File: src/rtl/m68k_region_decoder_pkg.sv
// rtl/m68k_region_decoder_pkg.sv - shared encodings and reset table for the 68k region decoder
package m68k_decode_pkg;

    // Config port field selectors
    localparam logic [1:0] CFG_BASE = 2'd0;
    localparam logic [1:0] CFG_MASK = 2'd1;
    localparam logic [1:0] CFG_CTRL = 2'd2;

    // Bus-cycle FSM states
    localparam logic [2:0] IDLE   = 3'd0;
    localparam logic [2:0] DECODE = 3'd1;
    localparam logic [2:0] WAIT   = 3'd2;
    localparam logic [2:0] ACK    = 3'd3;
    localparam logic [2:0] TOUT   = 3'd4;
    localparam logic [2:0] BERR   = 3'd5;

    // Ctrl word layout: {wp, ws[WS_W-1:0], enable}
    localparam int CTRL_EN_BIT = 0;
    localparam int CTRL_WS_LSB = 1;

    function automatic int ctrl_wp_bit(input int ws_w);
        return ws_w + 1;
    endfunction

    // Power-up table: four fixed regions, remaining entries cleared
    localparam int RST_N = 4;

    function automatic logic [31:0] rst_base(input int i);
        case (i)
            0:       return 32'h0000_0000;
            1:       return 32'h0800_0000;
            2:       return 32'h0040_0000;
            3:       return 32'hF000_0000;
            default: return 32'h0000_0000;
        endcase
    endfunction

    function automatic logic [31:0] rst_mask(input int i);
        case (i)
            0:       return 32'hFFFF_8000;
            1:       return 32'hFFFC_0000;
            2:       return 32'hFFFF_0000;
            3:       return 32'hFC00_0000;
            default: return 32'h0000_0000;
        endcase
    endfunction

    function automatic int rst_ws(input int i);
        case (i)
            1:       return 2;
            2:       return 1;
            3:       return 1;
            default: return 0;
        endcase
    endfunction

    function automatic logic rst_en(input int i);
        return (i < RST_N);
    endfunction

endpackage

File: src/rtl/m68k_region_decoder_if.sv
// rtl/m68k_region_decoder_if.sv - 68k bus and config port bundle for the region decoder
interface m68k_region_decoder_if #(
    parameter int ADDR_W      = 32,
    parameter int NUM_REGIONS = 8,
    parameter int IDX_W       = (NUM_REGIONS > 1) ? $clog2(NUM_REGIONS) : 1
);
    logic [ADDR_W-1:0]      Address;
    logic                   AS_L;
    logic                   RW;
    logic                   Cfg_We_H;
    logic [IDX_W-1:0]       Cfg_Idx;
    logic [1:0]             Cfg_Field;
    logic [ADDR_W-1:0]      Cfg_WData;
    logic [ADDR_W-1:0]      Cfg_RData;
    logic [NUM_REGIONS-1:0] Select_H;
    logic                   DTACK_L;
    logic                   BERR_L;
    logic                   Busy_H;

    modport master (
        output Address, AS_L, RW, Cfg_We_H, Cfg_Idx, Cfg_Field, Cfg_WData,
        input  Cfg_RData, Select_H, DTACK_L, BERR_L, Busy_H
    );

    modport slave (
        input  Address, AS_L, RW, Cfg_We_H, Cfg_Idx, Cfg_Field, Cfg_WData,
        output Cfg_RData, Select_H, DTACK_L, BERR_L, Busy_H
    );
endinterface

File: src/rtl/m68k_region_decoder_region_match.sv
// rtl/m68k_region_decoder_region_match.sv - single base/mask comparator for one decode entry
module region_match #(
    parameter int ADDR_W = 32
) (
    input  logic [ADDR_W-1:0] address,
    input  logic [ADDR_W-1:0] base,
    input  logic [ADDR_W-1:0] mask,
    input  logic              enable,
    output logic              hit
);
    // Only address bits covered by the mask take part in the compare
    assign hit = enable && ((address & mask) == (base & mask));
endmodule

File: src/rtl/m68k_region_decoder.sv
// rtl/m68k_region_decoder.sv - programmable 68k region decoder (optional REGION_WRITE_PROTECT_EN)
module m68k_region_decoder
    import m68k_decode_pkg::*;
#(
    parameter int NUM_REGIONS = 8,
    parameter int ADDR_W      = 32,
    parameter int WS_W        = 4,
    parameter int TIMEOUT     = 255
) (
    input  logic                 Clk,
    input  logic                 Reset_H,
    m68k_region_decoder_if.slave bus
);
    localparam int IDX_W   = (NUM_REGIONS > 1) ? $clog2(NUM_REGIONS) : 1;
    localparam int CTRL_W  = WS_W + 2;
    localparam int WP_BIT  = ctrl_wp_bit(WS_W);
    localparam int TCNT_W  = $clog2(TIMEOUT + 1);

`ifdef REGION_WRITE_PROTECT_EN
    localparam logic [CTRL_W-1:0] CTRL_KEEP = '1;
`else
    // Without write protection the WP bit is never stored, so it always reads 0
    localparam logic [CTRL_W-1:0] CTRL_KEEP = {1'b0, {(CTRL_W-1){1'b1}}};
`endif

    logic [ADDR_W-1:0] base_q [NUM_REGIONS];
    logic [ADDR_W-1:0] mask_q [NUM_REGIONS];
    logic [CTRL_W-1:0] ctrl_q [NUM_REGIONS];

    logic [NUM_REGIONS-1:0] hit;
    logic [NUM_REGIONS-1:0] hit_onehot;
    logic                   any_hit;
    logic [CTRL_W-1:0]      hit_ctrl;
    logic [WS_W-1:0]        hit_ws;
    logic                   wp_block;

    logic [2:0]             state;
    logic [NUM_REGIONS-1:0] sel_q;
    logic [WS_W-1:0]        wcnt;
    logic [TCNT_W-1:0]      tcnt;
    logic                   dtack_l;
    logic                   berr_l;

    // Region table: config writes land on the clock edge regardless of bus state
    always_ff @(posedge Clk) begin
        for (int i = 0; i < NUM_REGIONS; i++) begin
            if (Reset_H) begin
                base_q[i] <= ADDR_W'(rst_base(i));
                mask_q[i] <= ADDR_W'(rst_mask(i));
                ctrl_q[i] <= {1'b0, WS_W'(rst_ws(i)), rst_en(i)};
            end else if (bus.Cfg_We_H && (bus.Cfg_Idx == IDX_W'(i))) begin
                case (bus.Cfg_Field)
                    CFG_BASE: base_q[i] <= bus.Cfg_WData;
                    CFG_MASK: mask_q[i] <= bus.Cfg_WData;
                    CFG_CTRL: ctrl_q[i] <= bus.Cfg_WData[CTRL_W-1:0] & CTRL_KEEP;
                    default:  ;
                endcase
            end
        end
    end

    // Combinational readback; unknown field or out-of-range index reads 0
    always_comb begin
        bus.Cfg_RData = '0;
        for (int i = 0; i < NUM_REGIONS; i++) begin
            if (bus.Cfg_Idx == IDX_W'(i)) begin
                case (bus.Cfg_Field)
                    CFG_BASE: bus.Cfg_RData = base_q[i];
                    CFG_MASK: bus.Cfg_RData = mask_q[i];
                    CFG_CTRL: bus.Cfg_RData = ADDR_W'(ctrl_q[i]);
                    default:  bus.Cfg_RData = '0;
                endcase
            end
        end
    end

    for (genvar g = 0; g < NUM_REGIONS; g++) begin : g_match
        region_match #(.ADDR_W(ADDR_W)) u_match (
            .address (bus.Address),
            .base    (base_q[g]),
            .mask    (mask_q[g]),
            .enable  (ctrl_q[g][CTRL_EN_BIT]),
            .hit     (hit[g])
        );
    end

    // Priority encoder: scanning downward leaves the lowest-index hit as winner
    always_comb begin
        any_hit    = 1'b0;
        hit_onehot = '0;
        hit_ctrl   = '0;
        for (int i = NUM_REGIONS - 1; i >= 0; i--) begin
            if (hit[i]) begin
                any_hit    = 1'b1;
                hit_onehot = NUM_REGIONS'(1) << i;
                hit_ctrl   = ctrl_q[i];
            end
        end
    end

    assign hit_ws   = hit_ctrl[CTRL_WS_LSB +: WS_W];
    // WP bit can only be set when the feature is built in, so this is inert otherwise
    assign wp_block = !bus.RW && hit_ctrl[WP_BIT];

    // Bus-cycle FSM: decode, wait states, acknowledge, timeout and bus error
    always_ff @(posedge Clk) begin
        if (Reset_H) begin
            state   <= IDLE;
            sel_q   <= '0;
            wcnt    <= '0;
            tcnt    <= '0;
            dtack_l <= 1'b1;
            berr_l  <= 1'b1;
        end else begin
            case (state)
                IDLE: begin
                    if (!bus.AS_L) state <= DECODE;
                end
                DECODE: begin
                    tcnt <= '0;
                    if (bus.AS_L) begin
                        state <= IDLE;
                    end else if (!any_hit) begin
                        state <= TOUT;
                    end else if (wp_block) begin
                        state  <= BERR;
                        berr_l <= 1'b0;
                    end else begin
                        sel_q <= hit_onehot;
                        wcnt  <= hit_ws;
                        state <= (hit_ws == '0) ? ACK : WAIT;
                    end
                end
                WAIT: begin
                    if (bus.AS_L) begin
                        state <= IDLE;
                        sel_q <= '0;
                        wcnt  <= '0;
                    end else begin
                        wcnt <= wcnt - WS_W'(1);
                        if (wcnt == WS_W'(1)) state <= ACK;
                    end
                end
                ACK: begin
                    if (bus.AS_L) begin
                        state   <= IDLE;
                        sel_q   <= '0;
                        dtack_l <= 1'b1;
                    end else begin
                        dtack_l <= 1'b0;
                    end
                end
                TOUT: begin
                    if (bus.AS_L) begin
                        state <= IDLE;
                        tcnt  <= '0;
                    end else if (tcnt == TCNT_W'(TIMEOUT - 1)) begin
                        state  <= BERR;
                        berr_l <= 1'b0;
                        tcnt   <= '0;
                    end else begin
                        tcnt <= tcnt + TCNT_W'(1);
                    end
                end
                BERR: begin
                    if (bus.AS_L) begin
                        state  <= IDLE;
                        berr_l <= 1'b1;
                    end else begin
                        berr_l <= 1'b0;
                    end
                end
                default: begin
                    state   <= IDLE;
                    sel_q   <= '0;
                    dtack_l <= 1'b1;
                    berr_l  <= 1'b1;
                end
            endcase
        end
    end

    assign bus.Select_H = sel_q;
    assign bus.DTACK_L  = dtack_l;
    assign bus.BERR_L   = berr_l;
    assign bus.Busy_H   = (state != IDLE);

endmodule
File: src/flat_wrapper.sv
// flat-port wrapper written by rule: the top's interface ports become plain ports
module m68k_region_decoder_flat import m68k_decode_pkg::*;
#(
    parameter int NUM_REGIONS = 8,
    parameter int ADDR_W      = 32,
    parameter int WS_W        = 4,
    parameter int TIMEOUT     = 255
)
  (Clk, Reset_H, bus_Address, bus_AS_L, bus_RW, bus_Cfg_We_H, bus_Cfg_Idx, bus_Cfg_Field, bus_Cfg_WData, bus_Cfg_RData, bus_Select_H, bus_DTACK_L, bus_BERR_L, bus_Busy_H);
  m68k_region_decoder_if #(.ADDR_W(ADDR_W), .NUM_REGIONS(NUM_REGIONS)) bus_i ();
  input  logic Clk;
  input  logic Reset_H;
  input wire logic [$bits(bus_i.Address)-1:0] bus_Address;
  input wire logic [$bits(bus_i.AS_L)-1:0] bus_AS_L;
  input wire logic [$bits(bus_i.RW)-1:0] bus_RW;
  input wire logic [$bits(bus_i.Cfg_We_H)-1:0] bus_Cfg_We_H;
  input wire logic [$bits(bus_i.Cfg_Idx)-1:0] bus_Cfg_Idx;
  input wire logic [$bits(bus_i.Cfg_Field)-1:0] bus_Cfg_Field;
  input wire logic [$bits(bus_i.Cfg_WData)-1:0] bus_Cfg_WData;
  output wire logic [$bits(bus_i.Cfg_RData)-1:0] bus_Cfg_RData;
  output wire logic [$bits(bus_i.Select_H)-1:0] bus_Select_H;
  output wire logic [$bits(bus_i.DTACK_L)-1:0] bus_DTACK_L;
  output wire logic [$bits(bus_i.BERR_L)-1:0] bus_BERR_L;
  output wire logic [$bits(bus_i.Busy_H)-1:0] bus_Busy_H;
  assign bus_i.Address = bus_Address;
  assign bus_i.AS_L = bus_AS_L;
  assign bus_i.RW = bus_RW;
  assign bus_i.Cfg_We_H = bus_Cfg_We_H;
  assign bus_i.Cfg_Idx = bus_Cfg_Idx;
  assign bus_i.Cfg_Field = bus_Cfg_Field;
  assign bus_i.Cfg_WData = bus_Cfg_WData;
  assign bus_Cfg_RData = bus_i.Cfg_RData;
  assign bus_Select_H = bus_i.Select_H;
  assign bus_DTACK_L = bus_i.DTACK_L;
  assign bus_BERR_L = bus_i.BERR_L;
  assign bus_Busy_H = bus_i.Busy_H;
  m68k_region_decoder #(.NUM_REGIONS(NUM_REGIONS), .ADDR_W(ADDR_W), .WS_W(WS_W), .TIMEOUT(TIMEOUT)) u_core (.Clk(Clk), .Reset_H(Reset_H), .bus(bus_i));
endmodule
File: config.mk
export PLATFORM = sky130hd
export DESIGN_NAME = m68k_region_decoder_flat
export DESIGN_NICKNAME = d
export VERILOG_FILES = /design/src/rtl/m68k_region_decoder_pkg.sv /design/src/rtl/m68k_region_decoder_if.sv /design/src/rtl/m68k_region_decoder_region_match.sv /design/src/rtl/m68k_region_decoder.sv /design/src/flat_wrapper.sv
export SDC_FILE = /design/constraint.sdc
export NUM_CORES = 1
export LEC_CHECK = 0
export CAP_MARGIN = 20
export CORE_MARGIN = 4
export CORE_UTILIZATION = 56
export DETAILED_ROUTE_END_ITERATION = 6
export GPL_TIMING_DRIVEN = 0
export HOLD_SLACK_MARGIN = 0.1
export PLACE_DENSITY = 0.77
export SLEW_MARGIN = 10
export SYNTH_ARGS = -nofsm -noshare
export SYNTH_HDL_FRONTEND = slang
export SYNTH_SLANG_ARGS = --single-unit
export TNS_END_PERCENT = 100
File: constraint.sdc
create_clock -name Clk -period 5.2 [get_ports Clk]
set_input_delay 1.04 -clock Clk [delete_from_list [all_inputs] [get_ports Clk]]
set_output_delay 1.04 -clock Clk [all_outputs]
set_load 0.02 [all_outputs]
==> results of run 1 <==
## layer usage
metal,vias to the layer above,wire length (um),track usage (%)
li1,11300,-,-
met1,13600,52800,60.8
met2,2464,56900,60.2
met3,444,26200,21.0
met4,4,7500,18.0
met5,-,27,0
## worst register-to-register path, cell delays in order, from the launching register on
cell and delay [ps]:
edfxtp_1 410, xor2_1 770, nand2_1 160, nand4_1 370
a221oi_1 210, nand4_1 270, nand2_1 230, o41ai_4 770
clkbuf_8 340, nand2_2 80, o211a_1 210
## sequential cells by signal (all words and copies together) (netlist names)
register / flops
u_core.base_q: 256
u_core.mask_q: 256
u_core.ctrl_q: 40
u_core.bus.Select_H: 8
u_core.tcnt: 8
u_core.wcnt: 4
u_core.state: 3
u_core.bus.BERR_L: 1
u_core.bus.DTACK_L: 1
## cell families after synthesis
| group | after synthesis |
|---|---|
| flip-flops | 577 |
| multiplexers | 257 |
| XOR/XNOR | 265 |
| AO/OA/AOI/OAI | 569 |
| buffers and inverters | 250 |
| adder cells (fa/ha/maj) | 4 |
| AND/OR/NAND/NOR | 1048 |
## cells in the final DEF, fill, tap and decap left out, types with 38 or more instances in the layout
| cell | count |
|---|---|
| xor2_1 | 258 |
| clkbuf_16 | 68 |
| buf_2 | 38 |
| clkdlybuf4s50_1 | 55 |
| a22oi_1 | 159 |
| edfxtp_1 | 552 |
| a21oi_1 | 67 |
| nor2_1 | 131 |
| clkbuf_1 | 145 |
| o21ai_0 | 133 |
| nand4_1 | 49 |
| nand3_1 | 61 |
| or3_1 | 71 |
| nand2_1 | 161 |
| and2_1 | 488 |
| mux2i_1 | 249 |
## final cells by class
class                           instances  area [um2]
Tap cell                              765         957
Multi-Input combinational cell       2143       15000
Sequential cell                       577       17100
Clock buffer                           79        1740
Clock inverter                         40         388
Inverter                               15        56.3
Fill cell                            4499       20200
Timing Repair Buffer                  101        1170
Buffer                                232        1140
## timing repair
action                     4_1_cts  5_1_grt
pin swaps                        0        0
setup endpoints to repair       32       25
resized for setup              135       58
## final timing paths
| path | to | slack, ps |
|---|---|---|
| min | u_core.bus.Select_H[4] | 460 |
| min reg2reg | u_core.bus.Select_H[4] | 460 |
| max reg2reg | u_core.wcnt[1] | 1290 |
| max | bus_Cfg_RData[5] | -20 |
## per-stage QoR
stage          total power (W)  cells  util, %  worst slack (ps)
2_1_floorplan          0.00651   2970        -               203
3_3_place_gp           0.00736   3817     59.8             -3160
3_5_place_dp           0.00740   3836     60.6             -1330
4_1_cts                 0.0120   3952     64.8              -103
5_1_grt                 0.0124   3952     65.0             -5.81
6_report                0.0122   3952     65.0             -20.8
## power groups by stage
stage               clock [W]  sequential [W]  combinational (W)
floorplan                   0         0.00558           0.000933
CTS                   0.00470         0.00559            0.00175
global route          0.00490         0.00563            0.00188
finish                0.00475         0.00562            0.00186
detailed placement          0         0.00568            0.00172
global placement            0         0.00569            0.00167
==> impl_metrics.yaml, run 1 <==
clock_tree:
  clk_latency_ps: 640
  post_cts_buffers: 0
  cts-root-buf: "clkbuf_16"
  tritoncts: "built"
  cts_htree_levels: 3
  numCtsBuffers: 67
  postCtsHoldBufs: 0
  clk_path_buf_depth: 3
  path_clk_slew_ps: 60
  clkSinkCount: 577
power:
  pwr-share-seq_pct: 46.0
  comb_power_share_pct: 15.2
  p_clk_share_pct: 38.8
  power.internal_w: 0.00861
  netSwitchingFraction_pct: 29.6
  leakagePower_nw: 13.9
  max-vdd-ir-drop_v: 0.000301
  power_density_nw_per_um2: 326
  p_switching_w: 0.00362
synth:
  synthSimpleGateAreaFrac_pct: 17.6
  yosysWarnings: 0
  synth_top_area_share_pct: 50.5
  avgSynthCellArea_um2: 11.0
  synth_largest_area_cell: "edfxtp_1"
  synthXorXnorAreaFrac_pct: 7.10
  synth_top_family_by_area: "simple AND/OR/NAND/NOR gates"
  synthFlopType: "edfxtp_1"
  synthTopCellsByArea: "edfxtp_1 51%, and2_1 9.3%, mux2i_1 7.8%"
  ys_seq_area_share_pct: 52.0
  synth_seq_cells: 577
  synth_top_cells_by_count: "552 x edfxtp_1, 488 x and2_1, 258 x xor2_1"
  synth_most_common_cell: "edfxtp_1"
  synth_area_um2: 32800
  synthAdderAreaFrac_pct: 0.153
  synth-edff-count: 552
  syn-num-nets: 3048
  synth-async-reset-ratio_pct: 0
  synthMuxAreaShare_pct: 7.84
  yosysUniqueCellTypes: 76
  syn-instance-count: 2970
  synth_compound_area_share_pct: 12.1
layout:
  layout-drive-gt1-share_pct: 9.13
  syn2layout_area_growth_pct: 14.5
  fin_area_um2: 37600
  diodes: 0
  nets: 3215
worst_setup_path:
  crit_type: "input pin to output port"
  critPathMaxFanout: 10
  path_depth: 10
  worst_setup_path_end_kind: "output port"
  cp_top_family: "buffers and inverters"
  arrival_ps: 4180
  reg2regPathDepth: 10
  crit_start: "bus_Cfg_Field[0]"
  crit-reg2reg-launch: "u_core.base_q[1][45]"
  worstPathCellList: "clkdlybuf4s50_1 > clkbuf_4 > buf_6 > buf_4 > clkbuf_4 > mux2i_1 > o21ai_0 > o211ai_1 > a21oi_2 > clkdlybuf4s50_1"
  cp-start-kind: "input pin"
  max_stage_delay_ps: 660
  crit_required_ps: 4160
  worst-path-buf-inv: 6
  cp_slowest_cell: "clkdlybuf4s50_1"
global_routing:
  antenna_found_initial: 7
  globalRouteOverflowTotal: 0
  grt_pass1_wl_um: 194000
  track_usage_pct: 44.2
  grt_max_degree: 33
  grt_pass1_vias: 26100
place:
  portBuffers: 82
  gp_congestion: 1.06
  hpwl_um: 113000
  place_area_um2: 35000
hold_path:
  hold_path_class: "register to register"
  min_path_cells: 2
  hold_path.startpoint: "u_core.bus.Select_H[4]"
sta:
  setup_tns_ps: -20.8
  period_minus_slack_ps: 5220
  layout_setup_ws_ps: -20.8
  hold_viol: 0
  holdWs_ps: 463
  slew_headroom_pct: 7.08
  finalSetupViolations: 1
  slew_viol_final: 0
  fin_crit_sh_pct: 100
  worst_pin_slew_ps: 1390
  fmax_mhz: 192
  fin_skew_ps: 28.7
status:
  status: "finished with violations"
  violations: "DRC, setup timing"
detailed_routing:
  wire_per_inst_um: 36.3
  antenna_left: 0
  routed_via_density: 7.04
  vias: 27800
  drt_wl_total_um: 143000
  drc: 2
  first_pass_iters: 7
  drt_iter0_markers: 5271
die:
  row_count: 88
  start_util_pct: 56.8
  io_pins: 117
  core_um2: 57800
  die_y_um: 250
  die_width_um: 250
  die_area_um2: 62500
job:
  drv_cap: 0
Power figures use the tool's default switching activity.
==> inputs of run 2 (changes only) <==
GPL_TIMING_DRIVEN = default   (was 0)
==> run 2 against run 1 <==
- the run now ends clean
- combinational power about the same
- clock power down 5.3%
- register-to-register slack better by 370 ps
- sequential share of layout area down 0.41 points
- final area up 0.90%
- largest power group unchanged
==> impl_metrics.yaml, run 2 (same netlist as run 1, synthesis figures left out) <==
status:
  status: "finished clean"
detailed_routing:
  routed_via_density: 6.91
  vias: 27300
  drc: 0
  wire_per_inst_um: 34.0
  drt_iter0_markers: 4415
  antenna_left: 0
  first_pass_iters: 6
  drt_wl_total_um: 134000
hold_path:
  min_path_cells: 2
  hold_path.startpoint: "u_core.bus.Select_H[7]"
  min_to: "u_core.bus.Select_H[7]"
  hold_path_class: "register to register"
worst_setup_path:
  reg2regPathDepth: 11
  timing.critical_path.mode_cell: "clkdlybuf4s50_1"
  arrival_ps: 4130
  critPathMaxFanout: 27
  worst_setup_path_end_kind: "output port"
  rrSetupSlack_ps: 1660
  r2r-end: "u_core.state[0]"
  cp-start-kind: "input pin"
  worstPathCellList: "clkdlybuf4s50_1 > inv_1 > or3_1 > buf_12 > o22a_1 > o221ai_1 > buf_4 > nand2_1 > o2bb2ai_1 > a21oi_1 > clkdlybuf4s50_1"
  crit_required_ps: 4160
  crit_type: "input pin to output port"
  crit-reg2reg-launch: "u_core.base_q[1][82]"
  max_stage_delay_ps: 680
  cp_slowest_cell: "clkdlybuf4s50_1"
place:
  hpwl_um: 96600
  portBuffers: 115
  gp_congestion: 1.06
  pre_cts_ws_ps: 13.0
clock_tree:
  postCtsHoldBufs: 0
  tritoncts: "built"
  clkSinkCount: 577
  clk_latency_ps: 610
  numCtsBuffers: 66
  clk_path_buf_depth: 3
  path_clk_slew_ps: 60
  cts-root-buf: "clkbuf_16"
  cts_htree_levels: 3
sta:
  period_minus_slack_ps: 5170
  finalSetupViolations: 0
  fin_skew_ps: 20.7
  setup_tns_ps: 0
  holdWs_ps: 462
  worst_pin_slew_ps: 1220
  slew_viol_final: 0
  slew_headroom_pct: 18.1
  fmax_mhz: 193
  fin_crit_sh_pct: 99.5
  rsz0062_at_grt: "false"
  hold_viol: 0
  layout_setup_ws_ps: 27.9
layout:
  reg_top3: "u_core.base_q: 256 flops, u_core.mask_q: 256 flops, u_core.ctrl_q: 40 flops"
  final_common_cell: "edfxtp_1"
  fill_cells: 4594
  syn2layout_area_growth_pct: 15.5
  layout-drive-gt1-share_pct: 10.9
  layout_common_cells: "552 x edfxtp_1, 488 x and2_1, 258 x xor2_1"
  nets: 3209
  multiInputGateArea_um2: 14800
  regArea_um2: 17100
power:
  p_clk_share_pct: 37.7
  p_switching_w: 0.00341
  pwr-share-seq_pct: 46.8
  power_density_nw_per_um2: 315
  comb_power_share_pct: 15.5
  power.internal_w: 0.00853
  leakagePower_nw: 14.2
  max-vdd-ir-drop_v: 0.000347
  netSwitchingFraction_pct: 28.6
global_routing:
  grt_pass1_wl_um: 188000
  antenna_found_initial: 9
  grt_max_degree: 139
  track_usage_pct: 41.7
  globalRouteOverflowTotal: 0
  grt_pass1_vias: 25800
die:
  io_pins: 117
  core_um2: 57800
  die_y_um: 250
  die_area_um2: 62500
  start_util_pct: 56.8
  die_width_um: 250
  row_count: 88
job:
  drv_cap: 0
## run 2: worst max-delay path: cells and delay by family
family	cells	cell delay [ps]
AO/OA/AOI/OAI	4	900
buffers and inverters	5	1730
AND/OR/NAND/NOR	2	430
## run 2: timing repair
item                       4_1_cts  5_1_grt
setup buffers                    0        0
pin swaps                        0        0
gates resized for setup          1        9
setup endpoints to repair        1        9
## run 2: layout make-up
type	instances	area share, %
repair buffers	328	7.80
inverters	15	0.149
multi-input cells	2143	39.1
clock buffers	87	4.68
clock inverters	26	0.644
flip-flops and latches	577	45.1
diodes	4	0.0264
well taps	765	2.53
## run 2: how the worst max path moves through the flow
stage          slack (ps)  depth (start not counted)        startpoint                     to
2_1_floorplan         200                          6  bus_Cfg_Field[0]  u_core.mask_q[0][100]
3_3_place_gp           70                         10    bus_Cfg_Idx[0]      bus_Cfg_RData[20]
3_5_place_dp           10                         10    bus_Cfg_Idx[0]      bus_Cfg_RData[20]
4_1_cts                50                         11    bus_Cfg_Idx[0]      bus_Cfg_RData[16]
5_1_grt                 7                         10    bus_Cfg_Idx[1]       bus_Cfg_RData[4]
6_report               30                         11    bus_Cfg_Idx[0]      bus_Cfg_RData[22]
## run 2: stage by stage
step	cell area [um2]	power (W)	std cells	utilization [%]
2_1_floorplan	32800	0.00651	2970	-
3_3_place_gp	35800	0.00740	3825	61.9
3_5_place_dp	35800	0.00743	3827	62.0
4_1_cts	37800	0.0119	3940	65.5
5_1_grt	37900	0.0122	3941	65.6
6_report	37900	0.0119	3945	65.6
## run 2: power by group through the flow
stage               combinational [W]  clock (W)  sequential [W]
floorplan                    0.000933          0         0.00558
global placement              0.00176          0         0.00564
detailed placement            0.00177          0         0.00566
CTS                           0.00178    0.00452         0.00557
global route                  0.00191    0.00472         0.00560
finish                        0.00186    0.00450         0.00558
## run 2: routing by layer
| layer | routed length (um) | track usage (%) | up-vias |
|---|---|---|---|
| met1 | 50200 | 57.4 | 13500 |
| met3 | 21400 | 16.7 | 345 |
| met4 | 6420 | 15.8 | 0 |
| met5 | 0 | 0 | - |
| met2 | 56100 | 59.9 | 2146 |
| li1 | - | - | 11200 |
